File: src/rtl/lane_dly_tap_sequencer.sv
// Delay-line tap sequencer: turns tap move/load requests into spaced LOAD/MOVE pulses and tracks RX/TX DQS taps.
// Define LANE_DLY_SEQ_PAUSE_EN to wrap each command in an HS_IO_CLK_PAUSE window (lead/trail phases).
module lane_dly_tap_sequencer #(
  parameter int         PAUSE_LEAD  = 2,
  parameter int         PAUSE_TRAIL = 2,
  parameter logic [7:0] MAX_TAP     = 8'd255,
  parameter logic [7:0] LOAD_TAP    = 8'd1
) (
  input  logic       FAB_CLK,
  input  logic       RESET_N,
  input  logic       REQ_VALID,
  output logic       REQ_READY,
  input  logic       REQ_SEL,
  input  logic       REQ_LOAD,
  input  logic       REQ_DIR,
  input  logic [7:0] REQ_COUNT,
  output logic       DELAY_LINE_SEL,
  output logic       DELAY_LINE_DIRECTION,
  output logic       DELAY_LINE_LOAD,
  output logic       DELAY_LINE_MOVE,
  output logic       HS_IO_CLK_PAUSE,
  input  logic       RX_DELAY_LINE_OUT_OF_RANGE,
  input  logic       TX_DELAY_LINE_OUT_OF_RANGE,
  output logic       DONE,
  output logic       DONE_ERR,
  output logic [7:0] RX_TAP,
  output logic [7:0] TX_TAP
);

  typedef enum logic [2:0] {
    S_IDLE  = 3'd0,
    S_LEAD  = 3'd1,
    S_PULSE = 3'd2,
    S_GAP   = 3'd3,
    S_TRAIL = 3'd4,
    S_FIN   = 3'd5
  } state_t;

  localparam logic [7:0] LEAD_INIT  = 8'(PAUSE_LEAD - 1);
  localparam logic [7:0] TRAIL_INIT = 8'(PAUSE_TRAIL - 1);

`ifdef LANE_DLY_SEQ_PAUSE_EN
  localparam state_t S_POST = S_TRAIL;
`else
  localparam state_t S_POST = S_FIN;
`endif

  state_t     state_q, state_d;
  logic       sel_q, sel_d;
  logic       dir_q, dir_d;
  logic       load_q, load_d;
  logic       abort_q, abort_d;
  logic [7:0] cnt_q, cnt_d;
  logic [7:0] tmr_q, tmr_d;
  logic [7:0] rx_tap_q, rx_tap_d;
  logic [7:0] tx_tap_q, tx_tap_d;
  logic       ready_q, ready_d;
  logic       move_q, move_d;
  logic       load_pulse_q, load_pulse_d;
  logic       pause_q, pause_d;
  logic       done_q, done_d;
  logic       done_err_q, done_err_d;

  logic [7:0] cur_tap;
  logic [7:0] step_tap;
  logic       oor;

  // A move is blocked when the next step would leave 0..MAX_TAP.
  function automatic logic blocked(input logic [7:0] tap, input logic dir);
    return dir ? (tap >= MAX_TAP) : (tap == 8'd0);
  endfunction

  assign cur_tap  = sel_q ? tx_tap_q : rx_tap_q;
  assign step_tap = dir_q ? (cur_tap + 8'd1) : (cur_tap - 8'd1);
  assign oor      = sel_q ? TX_DELAY_LINE_OUT_OF_RANGE : RX_DELAY_LINE_OUT_OF_RANGE;

`ifndef LANE_DLY_SEQ_PAUSE_EN
  logic [7:0] req_tap;
  assign req_tap = REQ_SEL ? tx_tap_q : rx_tap_q;
`endif

  // Next-state, tracker and output computation; outputs derive from the next state so they register cleanly.
  always_comb begin
    state_d  = state_q;
    sel_d    = sel_q;
    dir_d    = dir_q;
    load_d   = load_q;
    abort_d  = abort_q;
    cnt_d    = cnt_q;
    tmr_d    = tmr_q;
    rx_tap_d = rx_tap_q;
    tx_tap_d = tx_tap_q;

    case (state_q)
      S_IDLE: begin
        if (REQ_VALID) begin
          sel_d   = REQ_SEL;
          dir_d   = REQ_DIR;
          load_d  = REQ_LOAD;
          cnt_d   = REQ_COUNT;
          abort_d = 1'b0;
          tmr_d   = LEAD_INIT;
          if (!REQ_LOAD && (REQ_COUNT == 8'd0)) begin
            state_d = S_FIN;
          end else begin
`ifdef LANE_DLY_SEQ_PAUSE_EN
            state_d = S_LEAD;
`else
            if (!REQ_LOAD && blocked(req_tap, REQ_DIR)) begin
              abort_d = 1'b1;
              state_d = S_FIN;
            end else begin
              state_d = S_PULSE;
            end
`endif
          end
        end else begin
          state_d = S_IDLE;
        end
      end
      S_LEAD: begin
        if (tmr_q == 8'd0) begin
          if (!load_q && blocked(cur_tap, dir_q)) begin
            abort_d = 1'b1;
            tmr_d   = TRAIL_INIT;
            state_d = S_POST;
          end else begin
            state_d = S_PULSE;
          end
        end else begin
          tmr_d = tmr_q - 8'd1;
        end
      end
      S_PULSE: begin
        state_d = S_GAP;
      end
      S_GAP: begin
        tmr_d = TRAIL_INIT;
        if (oor) begin
          abort_d = 1'b1;
          state_d = S_POST;
        end else if (load_q) begin
          if (sel_q) begin
            tx_tap_d = LOAD_TAP;
          end else begin
            rx_tap_d = LOAD_TAP;
          end
          state_d = S_POST;
        end else begin
          if (sel_q) begin
            tx_tap_d = step_tap;
          end else begin
            rx_tap_d = step_tap;
          end
          cnt_d = cnt_q - 8'd1;
          if (cnt_q == 8'd1) begin
            state_d = S_POST;
          end else if (blocked(step_tap, dir_q)) begin
            abort_d = 1'b1;
            state_d = S_POST;
          end else begin
            state_d = S_PULSE;
          end
        end
      end
      S_TRAIL: begin
        if (tmr_q == 8'd0) begin
          state_d = S_FIN;
        end else begin
          tmr_d = tmr_q - 8'd1;
        end
      end
      S_FIN: begin
        state_d = S_IDLE;
      end
      default: begin
        state_d = S_IDLE;
      end
    endcase

    ready_d      = (state_d == S_IDLE);
    move_d       = (state_d == S_PULSE) && !load_d;
    load_pulse_d = (state_d == S_PULSE) && load_d;
`ifdef LANE_DLY_SEQ_PAUSE_EN
    pause_d      = (state_d == S_LEAD) || (state_d == S_PULSE) ||
                   (state_d == S_GAP)  || (state_d == S_TRAIL);
`else
    pause_d      = 1'b0;
`endif
    done_d       = (state_d == S_FIN);
    done_err_d   = (state_d == S_FIN) && abort_d;
  end

  // All state, trackers and outputs; async reset returns everything to idle values.
  always_ff @(posedge FAB_CLK or negedge RESET_N) begin
    if (!RESET_N) begin
      state_q      <= S_IDLE;
      sel_q        <= 1'b0;
      dir_q        <= 1'b0;
      load_q       <= 1'b0;
      abort_q      <= 1'b0;
      cnt_q        <= 8'd0;
      tmr_q        <= 8'd0;
      rx_tap_q     <= LOAD_TAP;
      tx_tap_q     <= LOAD_TAP;
      ready_q      <= 1'b1;
      move_q       <= 1'b0;
      load_pulse_q <= 1'b0;
      pause_q      <= 1'b0;
      done_q       <= 1'b0;
      done_err_q   <= 1'b0;
    end else begin
      state_q      <= state_d;
      sel_q        <= sel_d;
      dir_q        <= dir_d;
      load_q       <= load_d;
      abort_q      <= abort_d;
      cnt_q        <= cnt_d;
      tmr_q        <= tmr_d;
      rx_tap_q     <= rx_tap_d;
      tx_tap_q     <= tx_tap_d;
      ready_q      <= ready_d;
      move_q       <= move_d;
      load_pulse_q <= load_pulse_d;
      pause_q      <= pause_d;
      done_q       <= done_d;
      done_err_q   <= done_err_d;
    end
  end

  assign REQ_READY            = ready_q;
  assign DELAY_LINE_SEL       = sel_q;
  assign DELAY_LINE_DIRECTION = dir_q;
  assign DELAY_LINE_LOAD      = load_pulse_q;
  assign DELAY_LINE_MOVE      = move_q;
  assign HS_IO_CLK_PAUSE      = pause_q;
  assign DONE                 = done_q;
  assign DONE_ERR             = done_err_q;
  assign RX_TAP               = rx_tap_q;
  assign TX_TAP               = tx_tap_q;

endmodule
File: config.mk
export PLATFORM = sky130hd
export DESIGN_NAME = lane_dly_tap_sequencer
export DESIGN_NICKNAME = d
export VERILOG_FILES = /design/src/rtl/lane_dly_tap_sequencer.sv
export SDC_FILE = /design/constraint.sdc
export NUM_CORES = 1
export LEC_CHECK = 0
export ABC_AREA = 1
export BUFFER_PORTS_ARGS = -buffer_cell sky130_fd_sc_hd__buf_2
export CAP_MARGIN = 20
export CORE_UTILIZATION = 53
export CTS_CLUSTER_DIAMETER = 150
export DETAILED_ROUTE_END_ITERATION = 10
export PLACE_DENSITY = 0.86
export SYNTH_ARGS = -nofsm -noshare
export SYNTH_HDL_FRONTEND = slang
export SYNTH_SLANG_ARGS = --single-unit
File: constraint.sdc
create_clock -name FAB_CLK -period 2.3 [get_ports FAB_CLK]
set_input_delay 0.46 -clock FAB_CLK [delete_from_list [all_inputs] [get_ports FAB_CLK]]
set_output_delay 0.46 -clock FAB_CLK [all_outputs]
set_load 0.005 [all_outputs]
==> results of run 1 <==
==> registers in the layout, summed over array words and instances, names as in the netlist, 3 cells and up <==
register,count
state_q,3
RX_TAP,8
tmr_q,8
cnt_q,8
TX_TAP,8
==> path summary, 6_finish.rpt <==
| kind | end | slack [ns] | cells after the start |
|---|---|---|---|
| worst max register to register | DELAY_LINE_LOAD | -0.28 | 18 |
| worst min register to register | tmr_q[0] | 0.50 | 1 |
| worst min-delay path | TX_TAP[7] | 0.11 | 1 |
| max in group asynchronous | DONE | 1.66 | 2 |
| worst max-delay path | DELAY_LINE_LOAD | -0.28 | 18 |
| min in group FAB_CLK | DELAY_LINE_DIRECTION | 0.43 | 3 |
==> final cells by class <==
cell class,count,share of cell area
Clock buffer,7,0.0214
Clock inverter,1,0.00668
Inverter,79,0.0690
Multi-Input combinational cell,377,0.487
Sequential cell,44,0.246
Tap cell,75,0.0209
Timing Repair Buffer,91,0.147
Timing Repair inverter,2,0.00278
==> metrics by stage <==
stage          utilization  cell area, um2  std cells  hold slack [ns]
5_1_grt              0.751            4500        676            0.150
2_1_floorplan            -            3350        510            0.164
4_1_cts              0.691            4140        661            0.150
3_5_place_dp         0.645            3860        651            0.469
3_3_place_gp         0.645            3860        651            0.470
6_report             0.751            4500        676            0.108
==> kinds of logic after synthesis <==
| group | count (synthesis) | share of synthesized area |
|---|---|---|
| AO/OA/AOI/OAI | 77 | 0.130 |
| XOR/XNOR | 7 | 0.0185 |
| adder cells (fa/ha/maj) | 15 | 0.0588 |
| buffers and inverters | 89 | 0.113 |
| flip-flops | 44 | 0.333 |
| other | 1 | 0.00113 |
| AND/OR/NAND/NOR | 277 | 0.347 |
==> routing by layer <==
layer  up-vias  share of wire  global-route usage
li1       1788              -                   -
met3        50          0.073              0.0539
met4         0          0.040               0.129
met1      1767           0.40               0.374
met2       232           0.49               0.518
met5         -              0                   0
==> repair_timing <==
action / CTS / global route
pin swaps: 7 / 20
setup endpoints to repair: 9 / 20
resized for setup: 24 / 62
gates cloned: 1 / 3
buffers inserted: 1 / 12
==> cells in the final DEF, fill, tap and decap left out, types with 8 or more instances in the layout <==
cell | Yosys | final
nand2_2 | 2 | 18
ha_4 | 0 | 8
nand3_1 | 30 | 22
inv_1 | 73 | 67
nor2_2 | 2 | 12
o21ai_0 | 50 | 41
buf_4 | 3 | 48
nand2_1 | 165 | 144
nor2_1 | 61 | 50
dfrtp_1 | 41 | 40
buf_2 | 3 | 38
nand3_2 | 0 | 8
==> results.cfg, run 1 <==
[outcome]
outcome = finished with violations
violations = negative setup slack

[clock_tree]
clk_latency_ns = 0.32
ctsHtreeMaxLevel = 2
clk_pin_slew_ns = 0.10
clockRootBuffer = clkbuf_8
clk_path_buf_depth = 2
cts_hold_buffers = 0
cts_tree = done
cts.sinks = 44
cts_made_buffers = 5

[detailed_routing]
dr.pass1.iters = 5
num_vias = 3837
first_iter_violations = 331
totalWireLength_um = 10800
detail-route-antenna-nets = 0
wire_per_inst_um = 16.0
vias_per_cell = 5.68
drc = 0

[timing]
fin_crit_ns = 2.58
worstMarginPinSlew_ns = 0.552
max-slew-margin-rel = 0.632
hold_violations = 0
final.setup_skew_ns = 0.0165
setup_viol = 10
timing.setup.tns_ns = -1.67
min_period_over_period = 1.12
rsz0062_at_grt = yes
setup_slack_ns = -0.275
slew_viol_final = 0
fmax_ghz = 0.388

[global_routing]
gr-usage-all-layers = 0.303
grt_pass1_wl_um = 15100
first_global_vias = 3309
grt_start_max_net_pins = 24
grt_overflow = 0
antenna_found_initial = 0

[min_path]
holdCritPathClass = input pin to async pin

[flow_run]
cap_viol_max_count = 0

[synth]
synth_common_cells = nand2_1, inv_1, nor2_1, o21ai_0, dfrtp_1
yosysWarningCount = 0
avgSynthCellArea_um2 = 6.51
yosysTopAreaCell = dfrtp_1
synth-async-reset-ratio = 1.00
yosysMostFrequentCell = nand2_1
synth.distinct_cells = 37
synth_fp_nets = 541
yosysTopAreaCellShare = 0.309
ys_ff_latch = 44
synth_seq_area_share = 0.333
synth-main-ff-cell = dfrtp_1
synth.cell_area_um2 = 3320
yosys-top-cells-area = dfrtp_1, nand2_1, inv_1
synth_edf_count = 0
syn_inst = 510

[finish]
areaGrowthSynthToFinish_pct = 35.4
nets = 631
diodes = 0
multi_input_area_um2 = 2190
register_area_um2 = 1110
nFillCells = 417
drive_gt1_frac = 0.311

[worst_setup_path]
critical_path.startpoint = DELAY_LINE_SEL
path_delay_family = simple AND/OR/NAND/NOR gates
r2r-start = DELAY_LINE_SEL
crit_required_ns = 2.49
cp.arrival_ns = 2.77
worstPathCellList = clkbuf_16 -> o21ai_4 -> ha_4 -> nand2_1 -> nand2_1 -> inv_1 -> nand2_2 -> nand2_2 -> nand2_1 -> nand2_2 -> nand2_2 -> nor2_2 -> nand2_2 -> nand3_2 -> nand2_2 -> and2_4 -> nand2_4 -> nor2_2
endpoint_kind = flop
cp-start-kind = flop
crit_top_cell = nand2_2
timing.critical_path.slowest_stage_cell = dfrtp_2
path_buf_inv = 2
slowest_delay_ns = 0.50
crit_fanout = 6
critPathKind = flop to flop

[die]
start_util = 0.555
boundaryPins = 40
core.rowCount = 28
die_area_um2 = 6590
die_y_um = 81.2
die_w_um = 81.2
coreArea_um2 = 5990

[placement]
port_buffers = 38
dpl_worst_slack_ns = -0.177
dp_hpwl_um = 6920
gp_congestion = 0.943
Power of run 1 is not shown: default switching activity piles up to over one toggle a cycle in this logic, so the estimate is an artifact.
==> run 2: changes to the inputs <==
--- a/config.mk
+++ b/config.mk
@@ -5,13 +5,13 @@
 export SDC_FILE = /design/constraint.sdc
 export NUM_CORES = 1
 export LEC_CHECK = 0
-export ABC_AREA = 1
 export BUFFER_PORTS_ARGS = -buffer_cell sky130_fd_sc_hd__buf_2
 export CAP_MARGIN = 20
-export CORE_UTILIZATION = 53
+export CORE_UTILIZATION = 52
 export CTS_CLUSTER_DIAMETER = 150
 export DETAILED_ROUTE_END_ITERATION = 10
-export PLACE_DENSITY = 0.86
+export GPL_ROUTABILITY_DRIVEN = 0
+export PLACE_DENSITY = 0.85
 export SYNTH_ARGS = -nofsm -noshare
 export SYNTH_HDL_FRONTEND = slang
 export SYNTH_SLANG_ARGS = --single-unit
==> run 2 against run 1 <==
  * The run still ends with negative setup slack left
  * Synthesized area decreased by 11%
  * Final cell count decreased by 25%
  * Clock-buffer cell count shrank 2
  * Non-clock buffer count rose by 9
  * Critical path type unchanged
  * Critical endpoint is now DONE
  * Highest routed layer unchanged
==> results.cfg, run 2 <==
[clock_tree]
clk_path_buf_depth = 2
cts_hold_buffers = 0
clk_pin_slew_ns = 0.10
ctsHtreeMaxLevel = 2
clockRootBuffer = clkbuf_8
clk_latency_ns = 0.32
cts.sinks = 44
cts_tree = done
cts_made_buffers = 5

[synth]
syn_inst = 341
synth-async-reset-ratio = 1.00
synth_edf_count = 0
ys_ff_latch = 44
yosysTopAreaCell = dfrtp_1
synth_common_cells = dfrtp_1, nand2_1, nor2_1, o21ai_0, a21oi_1
synth-main-ff-cell = dfrtp_1
synth.distinct_cells = 57
synth_seq_area_share = 0.372
yosysWarningCount = 0
yosys-top-cells-area = dfrtp_1, ha_1, mux2_2
avgSynthCellArea_um2 = 8.70
synth_fp_nets = 372
yosysTopAreaCellShare = 0.346
synth.cell_area_um2 = 2970
yosysMostFrequentCell = dfrtp_1

[worst_setup_path]
crit_required_ns = 2.43
path_buf_inv = 1
cp.arrival_ns = 3.19
endpoint_kind = flop
crit_fanout = 5
critPathKind = flop to flop
path_delay_family = compound AO/OA/AOI/OAI gates
ff2ff_setup_slack_ns = -0.76
cp-start-kind = flop
timing.critical_path.slowest_stage_cell = dfrtp_2
r2r-end = DONE
slowest_delay_ns = 0.49
r2r_cells = 10
r2r-start = DELAY_LINE_SEL
worstPathCellList = buf_6 -> mux2_4 -> ha_4 -> nand4_1 -> o221ai_2 -> a311o_1 -> a2111o_1 -> a2bb2o_4 -> o21ai_2 -> nand3_1

[die]
die_y_um = 77.5
coreArea_um2 = 5510
core.rowCount = 27
die_w_um = 77.5
die_area_um2 = 6010
start_util = 0.539
boundaryPins = 40

[detailed_routing]
detail-route-antenna-nets = 0
first_iter_violations = 447
vias_per_cell = 6.63
drc = 0
totalWireLength_um = 9920
dr.pass1.iters = 7
num_vias = 3348
wire_per_inst_um = 19.6

[outcome]
violations = negative setup slack
outcome = finished with violations

[min_path]
holdCritPathClass = input pin to async pin

[placement]
placed_cell_area_um2 = 3800
dp.cells = 492
port_buffers = 38
dp_hpwl_um = 6430

[flow_run]
cap_viol_max_count = 0

[timing]
setup_slack_ns = -0.759
hold_violations = 0
rsz0062_at_grt = yes
fmax_ghz = 0.327
setup_viol = 25
min_period_over_period = 1.33
max-slew-margin-rel = 0.570
fin_crit_ns = 3.06
final.setup_skew_ns = 0.0133
worstMarginPinSlew_ns = 0.640
slew_viol_final = 0

[global_routing]
gr-usage-all-layers = 0.328
first_global_vias = 3137
antenna_found_initial = 0
grt_pass1_wl_um = 15300
grt_start_max_net_pins = 24
grt_overflow = 0

[finish]
diodes = 0
drive_gt1_frac = 0.404
fin_util = 0.752
layout_commonest_cell = buf_4
design_area_um2 = 4140
register_area_um2 = 1110
nFillCells = 364
areaGrowthSynthToFinish_pct = 39.5
fin_cells = 505
mostFrequentLayoutCells = buf_4, dfrtp_1, buf_2
nets = 463
multi_input_area_um2 = 2100
## run 2: cells by family after synthesis
kind of cell    after synthesis  synth area share
xor+xnor                      5            0.0148
mux                          17            0.0641
flops                        44             0.372
simple gates                134             0.231
compound gates               94             0.210
other cells                   1           0.00126
fa+ha+maj                    15            0.0658
buf+inv                      31            0.0413
## run 2: repair_timing
| item | CTS | global route |
|---|---|---|
| setup buffers | 3 | 2 |
| gates resized for setup | 27 | 22 |
| gates cloned | 0 | 1 |
| pin swaps | 3 | 8 |
| setup endpoints to repair | 23 | 27 |
## run 2: per-stage QoR
step	worst slack [ns]	setup TNS, ns	hold slack, ns
after CTS	-0.592	-7.62	0.137
after detailed placement	-0.596	-8.44	0.465
after global routing	-0.837	-11.90	0.169
after global placement	-0.513	-7.06	0.463
after floorplan	-0.513	-5.98	0.164
final	-0.759	-10.12	0.118
## run 2: cell type report
cell class | count | share of cell area
well taps | 72 | 0.0218
clock buffers | 5 | 0.0166
flip-flops and latches | 44 | 0.267
repair buffers | 100 | 0.169
clock inverters | 3 | 0.00453
multi-input cells | 266 | 0.506
inverters | 15 | 0.0145
## run 2: worst max path at each step
stage / start / to / slack (ns) / cells past startpoint
after CTS: DELAY_LINE_SEL / REQ_READY / -0.59 / 10
after floorplan: DELAY_LINE_SEL / REQ_READY / -0.51 / 11
final: DELAY_LINE_SEL / DONE / -0.76 / 10
after global placement: DELAY_LINE_SEL / REQ_READY / -0.51 / 10
after global routing: DELAY_LINE_SEL / DONE / -0.84 / 10
after detailed placement: DELAY_LINE_SEL / REQ_READY / -0.60 / 10
## run 2: worst reg2reg max path, stage by stage, from the launching register on
cell and delay [ns]:
dfrtp_2 0.49, buf_6 0.16, mux2_4 0.33, ha_4 0.30, nand4_1 0.16, o221ai_2 0.26, a311o_1 0.29, a2111o_1 0.20
a2bb2o_4 0.25, o21ai_2 0.25, nand3_1 0.19
## run 2: routing by layer
layer	part of all wire	up-vias	wire length (um)	GRT usage
met5	0	-	0	0
met4	0.058	0	574	0.183
met3	0.079	77	786	0.0541
met2	0.48	232	4720	0.535
met1	0.39	1608	3830	0.414
li1	-	1431	-	-
Power of run 2 is left out for the same reason.
